<file path="src/rtl/riscv_defines.sv">
// Shared types for the data-side request buffer.
// The ErrResp state exists only when RISCV_DATA_ADDR_CHECK_EN is defined.
package riscv_defines;

`ifdef RISCV_DATA_ADDR_CHECK_EN
  typedef enum logic [1:0] {
    Idle    = 2'd0,
    Fwd     = 2'd1,
    ErrResp = 2'd2
  } data_buf_state_e;
`else
  typedef enum logic [1:0] {
    Idle = 2'd0,
    Fwd  = 2'd1
  } data_buf_state_e;
`endif

  typedef struct packed {
    logic [31:0] addr;
    logic        we;
    logic [3:0]  be;
    logic [31:0] wdata;
    logic [5:0]  atop;
  } data_req_t;

endpackage

</file>
<file path="src/rtl/riscv_data_req_buffer_chk.sv">
// Protocol checks for riscv_data_req_buffer: orphan bus responses and
// an empty address window.
module riscv_data_req_buffer_chk #(
  parameter int unsigned CW      = 2,
  parameter logic [31:0] ADDR_LO = 32'h0000_0000,
  parameter logic [31:0] ADDR_HI = 32'hFFFF_FFFF
) (
  input logic          clk_i,
  input logic          rst_i,
  input logic          bus_rvalid_i,
  input logic [CW-1:0] cnt_q
);

  a_no_orphan_rsp: assert property (@(posedge clk_i) disable iff (rst_i)
    !(bus_rvalid_i && (cnt_q == '0)))
    else $error("bus response with no outstanding transaction");

  a_window_nonempty: assert property (@(posedge clk_i) ADDR_LO <= ADDR_HI)
    else $error("address window is empty");

endmodule

</file>
<file path="src/rtl/riscv_data_req_slice.sv">
// One-entry valid/ready register holding a data request; contents hold
// while the entry waits for the downstream side to accept it.
module riscv_data_req_slice
  import riscv_defines::*;
(
  input  logic      clk_i,
  input  logic      rst_i,
  input  logic      in_valid,
  input  data_req_t in_data,
  input  logic      out_ready,
  output logic      out_valid,
  output data_req_t out_data
);

  // load on a new request, otherwise drop the entry once it is accepted
  always_ff @(posedge clk_i) begin
    if (rst_i) begin
      out_valid <= 1'b0;
      out_data  <= '0;
    end else if (in_valid) begin
      out_valid <= 1'b1;
      out_data  <= in_data;
    end else if (out_ready) begin
      out_valid <= 1'b0;
    end
  end

endmodule

</file>
<file path="src/rtl/riscv_data_req_buffer.sv">
// Registered LSU-to-bus request buffer with outstanding-transaction cap.
// Define RISCV_DATA_ADDR_CHECK_EN to answer out-of-window requests locally.
module riscv_data_req_buffer
  import riscv_defines::*;
#(
  parameter int unsigned MAX_OUTSTANDING = 2,
  parameter logic [31:0] ADDR_LO         = 32'h0000_0000,
  parameter logic [31:0] ADDR_HI         = 32'hFFFF_FFFF
) (
  input  logic        clk_i,
  input  logic        rst_i,
  input  logic        lsu_req_i,
  output logic        lsu_gnt_o,
  input  logic [31:0] lsu_addr_i,
  input  logic        lsu_we_i,
  input  logic [3:0]  lsu_be_i,
  input  logic [31:0] lsu_wdata_i,
  input  logic [5:0]  lsu_atop_i,
  output logic        lsu_rvalid_o,
  output logic        lsu_err_o,
  output logic [31:0] lsu_rdata_o,
  output logic        bus_req_o,
  input  logic        bus_gnt_i,
  output logic [31:0] bus_addr_o,
  output logic        bus_we_o,
  output logic [3:0]  bus_be_o,
  output logic [31:0] bus_wdata_o,
  output logic [5:0]  bus_atop_o,
  input  logic        bus_rvalid_i,
  input  logic        bus_err_i,
  input  logic [31:0] bus_rdata_i,
  output logic        busy_o
);

  localparam int unsigned CW = $clog2(MAX_OUTSTANDING + 1);

  data_buf_state_e state_q;
  logic [CW-1:0]   cnt_q;
  logic            fwd;
  logic [CW:0]     load;
  logic            room;
  logic            slot;
  logic            oow;
  logic            gnt;
  logic            rsp_ok;
  logic            err_rsp;
  logic            slice_valid;
  data_req_t       req_in;
  data_req_t       req_out;

  assign fwd    = (state_q == Fwd);
  assign load   = {1'b0, cnt_q} + {{CW{1'b0}}, fwd};
  // a response in this cycle frees a slot, so it may unblock the cap
  assign room   = (load < (CW+1)'(MAX_OUTSTANDING)) || bus_rvalid_i;
  assign slot   = (state_q == Idle) || (fwd && bus_gnt_i);
  assign rsp_ok = bus_rvalid_i && (cnt_q != '0);

`ifdef RISCV_DATA_ADDR_CHECK_EN
  assign oow     = (lsu_addr_i < ADDR_LO) || (lsu_addr_i > ADDR_HI);
  assign err_rsp = (state_q == ErrResp);
  assign gnt     = lsu_req_i && slot && room &&
                   (!oow || ((state_q == Idle) && (cnt_q == '0)));
`else
  assign oow     = 1'b0;
  assign err_rsp = 1'b0;
  assign gnt     = lsu_req_i && slot && room;
`endif

  assign req_in = '{addr: lsu_addr_i, we: lsu_we_i, be: lsu_be_i,
                    wdata: lsu_wdata_i, atop: lsu_atop_i};

  riscv_data_req_slice u_slice (
    .clk_i     (clk_i),
    .rst_i     (rst_i),
    .in_valid  (gnt && !oow),
    .in_data   (req_in),
    .out_ready (bus_gnt_i),
    .out_valid (slice_valid),
    .out_data  (req_out)
  );

  // request FSM and outstanding-transaction counter
  always_ff @(posedge clk_i) begin
    if (rst_i) begin
      state_q <= Idle;
      cnt_q   <= '0;
    end else begin
      case (state_q)
        Idle: begin
          if (gnt) begin
`ifdef RISCV_DATA_ADDR_CHECK_EN
            state_q <= oow ? ErrResp : Fwd;
`else
            state_q <= Fwd;
`endif
          end
        end
        Fwd: begin
          if (bus_gnt_i) begin
            state_q <= gnt ? Fwd : Idle;
          end
        end
`ifdef RISCV_DATA_ADDR_CHECK_EN
        ErrResp: state_q <= Idle;
`endif
        default: state_q <= Idle;
      endcase
      case ({fwd && bus_gnt_i, rsp_ok})
        2'b10:   cnt_q <= cnt_q + {{(CW-1){1'b0}}, 1'b1};
        2'b01:   cnt_q <= cnt_q - {{(CW-1){1'b0}}, 1'b1};
        default: cnt_q <= cnt_q;
      endcase
    end
  end

  assign lsu_gnt_o    = gnt;
  assign bus_req_o    = fwd;
  assign bus_addr_o   = req_out.addr;
  assign bus_we_o     = req_out.we;
  assign bus_be_o     = req_out.be;
  assign bus_wdata_o  = req_out.wdata;
  assign bus_atop_o   = req_out.atop;
  assign lsu_rvalid_o = err_rsp || rsp_ok;
  assign lsu_err_o    = err_rsp || bus_err_i;
  assign lsu_rdata_o  = err_rsp ? 32'h0000_0000 : bus_rdata_i;
  assign busy_o       = slice_valid || (cnt_q != '0) || err_rsp;

  riscv_data_req_buffer_chk #(
    .CW      (CW),
    .ADDR_LO (ADDR_LO),
    .ADDR_HI (ADDR_HI)
  ) u_chk (
    .clk_i        (clk_i),
    .rst_i        (rst_i),
    .bus_rvalid_i (bus_rvalid_i),
    .cnt_q        (cnt_q)
  );

endmodule

</file>
<file path="config.mk">
export PLATFORM = sky130hd
export DESIGN_NAME = riscv_data_req_buffer
export DESIGN_NICKNAME = d
export VERILOG_FILES = /design/src/rtl/riscv_defines.sv /design/src/rtl/riscv_data_req_buffer_chk.sv /design/src/rtl/riscv_data_req_slice.sv /design/src/rtl/riscv_data_req_buffer.sv
export SDC_FILE = /design/constraint.sdc
export NUM_CORES = 1
export LEC_CHECK = 0
export BUFFER_PORTS_ARGS = -buffer_cell sky130_fd_sc_hd__buf_2
export CORE_MARGIN = 3
export CORE_UTILIZATION = 35
export DETAILED_ROUTE_END_ITERATION = 8
export HOLD_SLACK_MARGIN = 0.02
export PLACE_DENSITY = 0.66
export SYNTH_ARGS = -nofsm -noshare
export SYNTH_HDL_FRONTEND = slang
export SYNTH_SLANG_ARGS = --single-unit
</file>
<file path="constraint.sdc">
create_clock -name clk_i -period 1.85 [get_ports clk_i]
set_input_delay 0.0925 -clock clk_i [delete_from_list [all_inputs] [get_ports clk_i]]
set_output_delay 0.0925 -clock clk_i [all_outputs]
set_load 0.01 [all_outputs]
</file>
After elaboration in Yosys (flattened, before gate mapping)
Index checks and enable logic that the tools add are counted.
{"block": "word_totals", "output_inout_bits": 112, "elab_cells": 36, "ff_bits": 80, "input_bits": 113}
{"block": "op_classes", "order_cmp": 1, "n_eq_ne": 5, "reduce_logical": 12, "add_sub_neg": 3, "muxes": 7}
{"cell": "$pmux W2 S2", "n": 2}
{"cell": "$reduce_bool A2 Y1", "n": 3}
{"cell": "$eq A2 B1 Y1 const B", "n": 2}
{"cell": "$logic_and A1 B1 Y1", "n": 4}
{"cell": "$mux W2", "n": 2}
{"cell": "$ne A2 B2 Y1 const B", "n": 2}
{"cell": "$add A2 B1 Y3", "n": 1}
{"cell": "$logic_or A1 B1 Y1", "n": 3}
{"cell": "$lt A3 B2 Y1 const B", "n": 1}
{"cell": "$mux W1", "n": 3}
{"cell": "$add A2 B1 Y2 const B", "n": 1}
{"cell": "$eq A2 B2 Y1 const B", "n": 1}
{"cell": "$logic_not A2 Y1", "n": 1}
{"cell": "$reduce_and A2 Y1", "n": 1}
{"cell": "$sub A2 B1 Y2 const B", "n": 1}

Depth between registers and ports, before layout
{"block": "logic_depth", "ltp_word": 8, "ltp_mapped": 7, "mapped_depth_nobuf": 5}

By module
A second synthesis with hierarchy kept.
{"block": "hier_totals", "hier_cells": 301, "area_unflattened_um2": 3146.8}
{"mod": "riscv_data_req_slice", "cells_per_inst": 246, "seq_area_each_um2": 1521.5, "area_each_um2": 2726.4, "n_inst": 1}
{"mod": "riscv_data_req_buffer", "cells_per_inst": 55, "seq_area_each_um2": 60.1, "area_each_um2": 420.4, "n_inst": 1}

Worst setup path before layout
No wires, ideal clock.
{"block": "synth_path", "kind": "flip-flop to flip-flop", "start": "register cnt_q[0]", "end": "register cnt_q[1]", "arrival_ps": 1386, "setup_slack_ps": 394, "n_path_buf": 0, "stages_incl_launch_ff": 5, "synth_period_minus_slack_ps": 1456, "setup_time_ps": 70, "t_required_ps": 1780, "cell_sequence": "dfxtp_1 o21a_1 ha_1 or3_1 a21oi_1"}
{"block": "synth_via", "elab_chain_len": 4, "elab_cells_between_ends": 8, "classes_between": "add/sub (2); eq/ne (2); mux (1); reduce/logical (3)"}
{"item": "start, declared", "line_no": "riscv_data_req_buffer.sv:38", "source": "logic [CW-1:0] cnt_q;"}
{"item": "start signal, assigned", "line_no": "riscv_data_req_buffer.sv:109", "source": "2'b10: cnt_q <= cnt_q + {{(CW-1){1'b0}}, 1'b1};"}
{"item": "start signal, assigned", "line_no": "riscv_data_req_buffer.sv:110", "source": "2'b01: cnt_q <= cnt_q - {{(CW-1){1'b0}}, 1'b1};"}
{"item": "start signal, assigned", "line_no": "riscv_data_req_buffer.sv:111", "source": "default: cnt_q <= cnt_q;"}
{"item": "$reduce_bool A2 Y1 *", "line_no": "riscv_data_req_buffer.sv:56", "source": "assign rsp_ok = bus_rvalid_i && (cnt_q != '0);"}
{"item": "$logic_and A1 B1 Y1 *", "line_no": "riscv_data_req_buffer.sv:56"}
{"item": "net lsu_rvalid_o", "line_no": "riscv_data_req_buffer.sv:19", "source": "output logic lsu_rvalid_o,"}
{"item": "$eq A2 B1 Y1 or $eq A2 B2 Y1 (tied branches)", "line_no": "riscv_data_req_buffer.sv:108", "source": "case ({fwd && bus_gnt_i, rsp_ok})"}
{"item": "$pmux W2 S2 or $reduce_bool A2 Y1 (tied branches)"}
Mark *: on every way through the listed nets, which the timed path passes. The rest lies on a longest branch.
A chain may end at the register's enable or synchronous reset.

Worst setup path after layout
{"block": "layout_path", "start": "register cnt_q[0]", "end": "output lsu_gnt_o"}
{"block": "layout_via", "elab_chain_len": 4}
{"item": "$add A2 B1 Y3", "line_no": "riscv_data_req_buffer.sv:52", "source": "assign load = {1'b0, cnt_q} + {{CW{1'b0}}, fwd};"}
{"item": "$lt A3 B2 Y1", "line_no": "riscv_data_req_buffer.sv:54", "source": "assign room = (load < (CW+1)'(MAX_OUTSTANDING)) || bus_rvalid_i;"}
{"item": "$logic_or A1 B1 Y1", "line_no": "riscv_data_req_buffer.sv:54"}
{"item": "$logic_and A1 B1 Y1", "line_no": "riscv_data_req_buffer.sv:66", "source": "assign gnt = lsu_req_i && slot && room;"}
{"item": "end, declared", "line_no": "riscv_data_req_buffer.sv:13", "source": "output logic lsu_gnt_o,"}
Every way passes these cells.

==> metrics.yaml <==
core_region_area_um2: 10420
switchingPower_mw: 1.111
end_kind: "primary output"
ys_ff_latch: 79
required_ns: 1.76
hold_viol_final: 0
drt_iter0_drc: 161
seqPwrFrac_pct: 44.7
synth_area_leaders: "dfxtp_1 (42%), nand2b_1 (25%), mux2i_1 (20%)"
setup_tns_ns: 0
cts_root_buf: "clkbuf_8"
cts_setup_buffers: 0
hpwl_um: 5565
ys_seq_area_share_pct: 41.81
syn_inst: 382
crit_fanout: 22
ir_drop_mv: 0.3676
gp_congestion: 0.6905
p_leak_nw: 2.556
hold_path_end: "u_slice.out_data[63]"
wl_um: 9362
synth_top_area_share_pct: 41.81
reg2reg_depth: 4
synthToLayoutAreaGrowth_pct: 43.00
grt_max_degree: 155
fin_nets: 684
final-setup-viol-count: 0
cpMaxStageDelayCell: "dfxtp_1"
crit_buf_inv: 4
grt_pass1_wl_um: 14430
fmaxAchievable_mhz: 602.4
tightest_slew_ns: 0.5003
cts-htree-levels: 3
num_vias: 3052
power_frac_comb_pct: 21.2
yosysWarningCount: 0
netSwitchingFraction_pct: 25.84
cp_top_family: "buffers and inverters"
viasPerCell: 4.293
hp-class: "in2reg"
relSlewSlack_pct: 66.64
whs_path_depth: 3
status: "completed"
finalCritPeriodShare_pct: 89.73
p_int_mw: 3.189
die_h_um: 110.0
insertion_delay_ns: 0.34
numCtsBuffers: 9
antenna_found_initial: 0
drc: 0
layout-drive-gt1-share_pct: 31.30
overflow: 0
min_from: "lsu_addr_i[20]"
rrSetupSlack_ns: 0.36
yosysTopAreaCell: "dfxtp_1"
slew_viol_final: 0
arrival_ns: 1.57
path_cells: "inv_2, o21ai_1, a21o_2, inv_4, buf_16, buf_2"
antenna_left: 0
skew_ns: 0.01307
synthesis.nets: 496
io_buffers: 158
die-width_um: 110.0
first_pass_iters: 4
critPathMaxStageDelay_ns: 0.37
pin_count: 225
grt_pass1_vias: 3163
startpoint_type: "flop"
rsz0062_at_grt: "no"
tritoncts: "built"
r2r-start: "cnt_q[0]"
holdWs_ns: 0.03772
start_util_pct: 36.31
crit_type: "reg2out"
wl_per_cell_um: 13.17
netlist_area_um2: 3782
die_area_um2: 12090
drv_cap: 0
num_rows: 37
grt_use_total_pct: 14.96
ys_types: 20
antennaDiodeCount: 0
synth.avg_cell_area_um2: 9.902
reg2reg_to: "cnt_q[1]"
layout_min_cycle_time_ns: 1.660
cts.path.max_buffers: 2
clk_pin_slew_ns: 0.09
clkSinkCount: 79
power_density_nw_per_um2: 795.1
pwr-share-clk_pct: 34.0
-- worst min-delay path, stage by stage --
cell	delay, ns
buf_2	0.09
nand2b_1	0.07
mux2i_1	0.07
-- cell type report --
class / instances / area, um2
Inverter: 3 / 13.76
Multi-Input combinational cell: 242 / 1798
Timing Repair Buffer: 235 / 1614
Clock buffer: 12 / 155.1
Tap cell: 136 / 170.2
Sequential cell: 79 / 1582
Clock inverter: 4 / 76.32
Fill cell: 929 / 5007
-- routing by layer --
metal	part of all wire, %	vias up	global-route usage (%)
met5	0	-	0
met4	0.97	0	4.898
met3	8.4	12	5.696
met2	49	114	26.08
met1	41	1369	16.67
li1	-	1557	-
-- synthesized netlist by cell type, drive strengths merged --
| library cell | number |
|---|---|
| a21o | 1 |
| a21oi | 3 |
| buf | 42 |
| clkbuf | 16 |
| dfxtp | 79 |
| ha | 1 |
| inv | 3 |
| mux2i | 75 |
| nand2 | 1 |
| nand2b | 152 |
| nor2 | 1 |
| o21a | 1 |
| o21ai | 3 |
| or3 | 2 |
| xnor2 | 1 |
| xor2 | 1 |
-- power groups by stage --
stage                     registers (mW)  logic (mW)  clock network, mW
after floorplan                     2.02       0.495                  0
after global placement              1.95       0.756                  0
after detailed placement            1.96       0.776                  0
after CTS                           1.92       0.895               1.53
after global routing                1.94        1.00               1.60
final                               1.92       0.913               1.46
-- through the flow --
stage          cell area (um2)  power, mW  instances  util (%)  setup WS [ns]
4_1_cts                   5376      4.352        710     51.62        0.05995
5_1_grt                   5409      4.547        711     51.93        0.08732
2_1_floorplan             3782      2.517        382         -         0.3942
3_3_place_gp              4414      2.710        621     42.38         0.4063
3_5_place_dp              4414      2.737        621     42.38         0.3594
6_report                  5409      4.301        711     51.93         0.1901
-- sequential cells by signal, indices dropped and copies added (netlist names) --
| register | count |
|---|---|
| cnt_q | 2 |
| state_q | 1 |
| u_slice.out_data | 75 |
| u_slice.out_valid | 1 |
-- worst max-delay path by stage --
| stage | depth (start not counted) | slack (ns) | from | endpoint |
|---|---|---|---|---|
| global placement | 4 | 0.41 | cnt_q[0] | cnt_q[1] |
| CTS | 6 | 0.06 | cnt_q[0] | lsu_gnt_o |
| finish | 6 | 0.19 | cnt_q[0] | lsu_gnt_o |
| floorplan | 4 | 0.39 | cnt_q[0] | cnt_q[1] |
| detailed placement | 4 | 0.36 | cnt_q[0] | cnt_q[1] |
| global route | 6 | 0.09 | cnt_q[0] | lsu_gnt_o |
-- placed cells by master (no fill, tap or decap), drive strengths merged --
cell         synthesis  final
buf                 42    161
xnor2                1      1
xor2                 1      1
nand2b             152    152
dfxtp               79     79
or3                  2      2
a21o                 1      1
mux2i               75     75
bufinv               0      2
o21a                 1      1
clkbuf              16     13
o21ai                3      3
dlygate4sd3          0     73
clkinvlp             0      1
a21oi                3      3
inv                  3      4
nand2                1      1
ha                   1      1
nor2                 1      1
-- cell families after synthesis --
family,share of synthesized area (%)
and+or+nand+nor,25.67
muxes,19.85
AOI/OAI and AO/OA,1.224
DFF,41.81
buffers and inverters,10.65
xor gates and xnor gates,0.4632
adders and majority gates,0.3307
-- what timing repair did --
action,in CTS,in global routing
endpoints found under the setup margin,0,1
gates resized for setup,0,1
endpoints found under the hold margin,73,0
hold buffers,73,0
(Power assumes the default switching activity.)
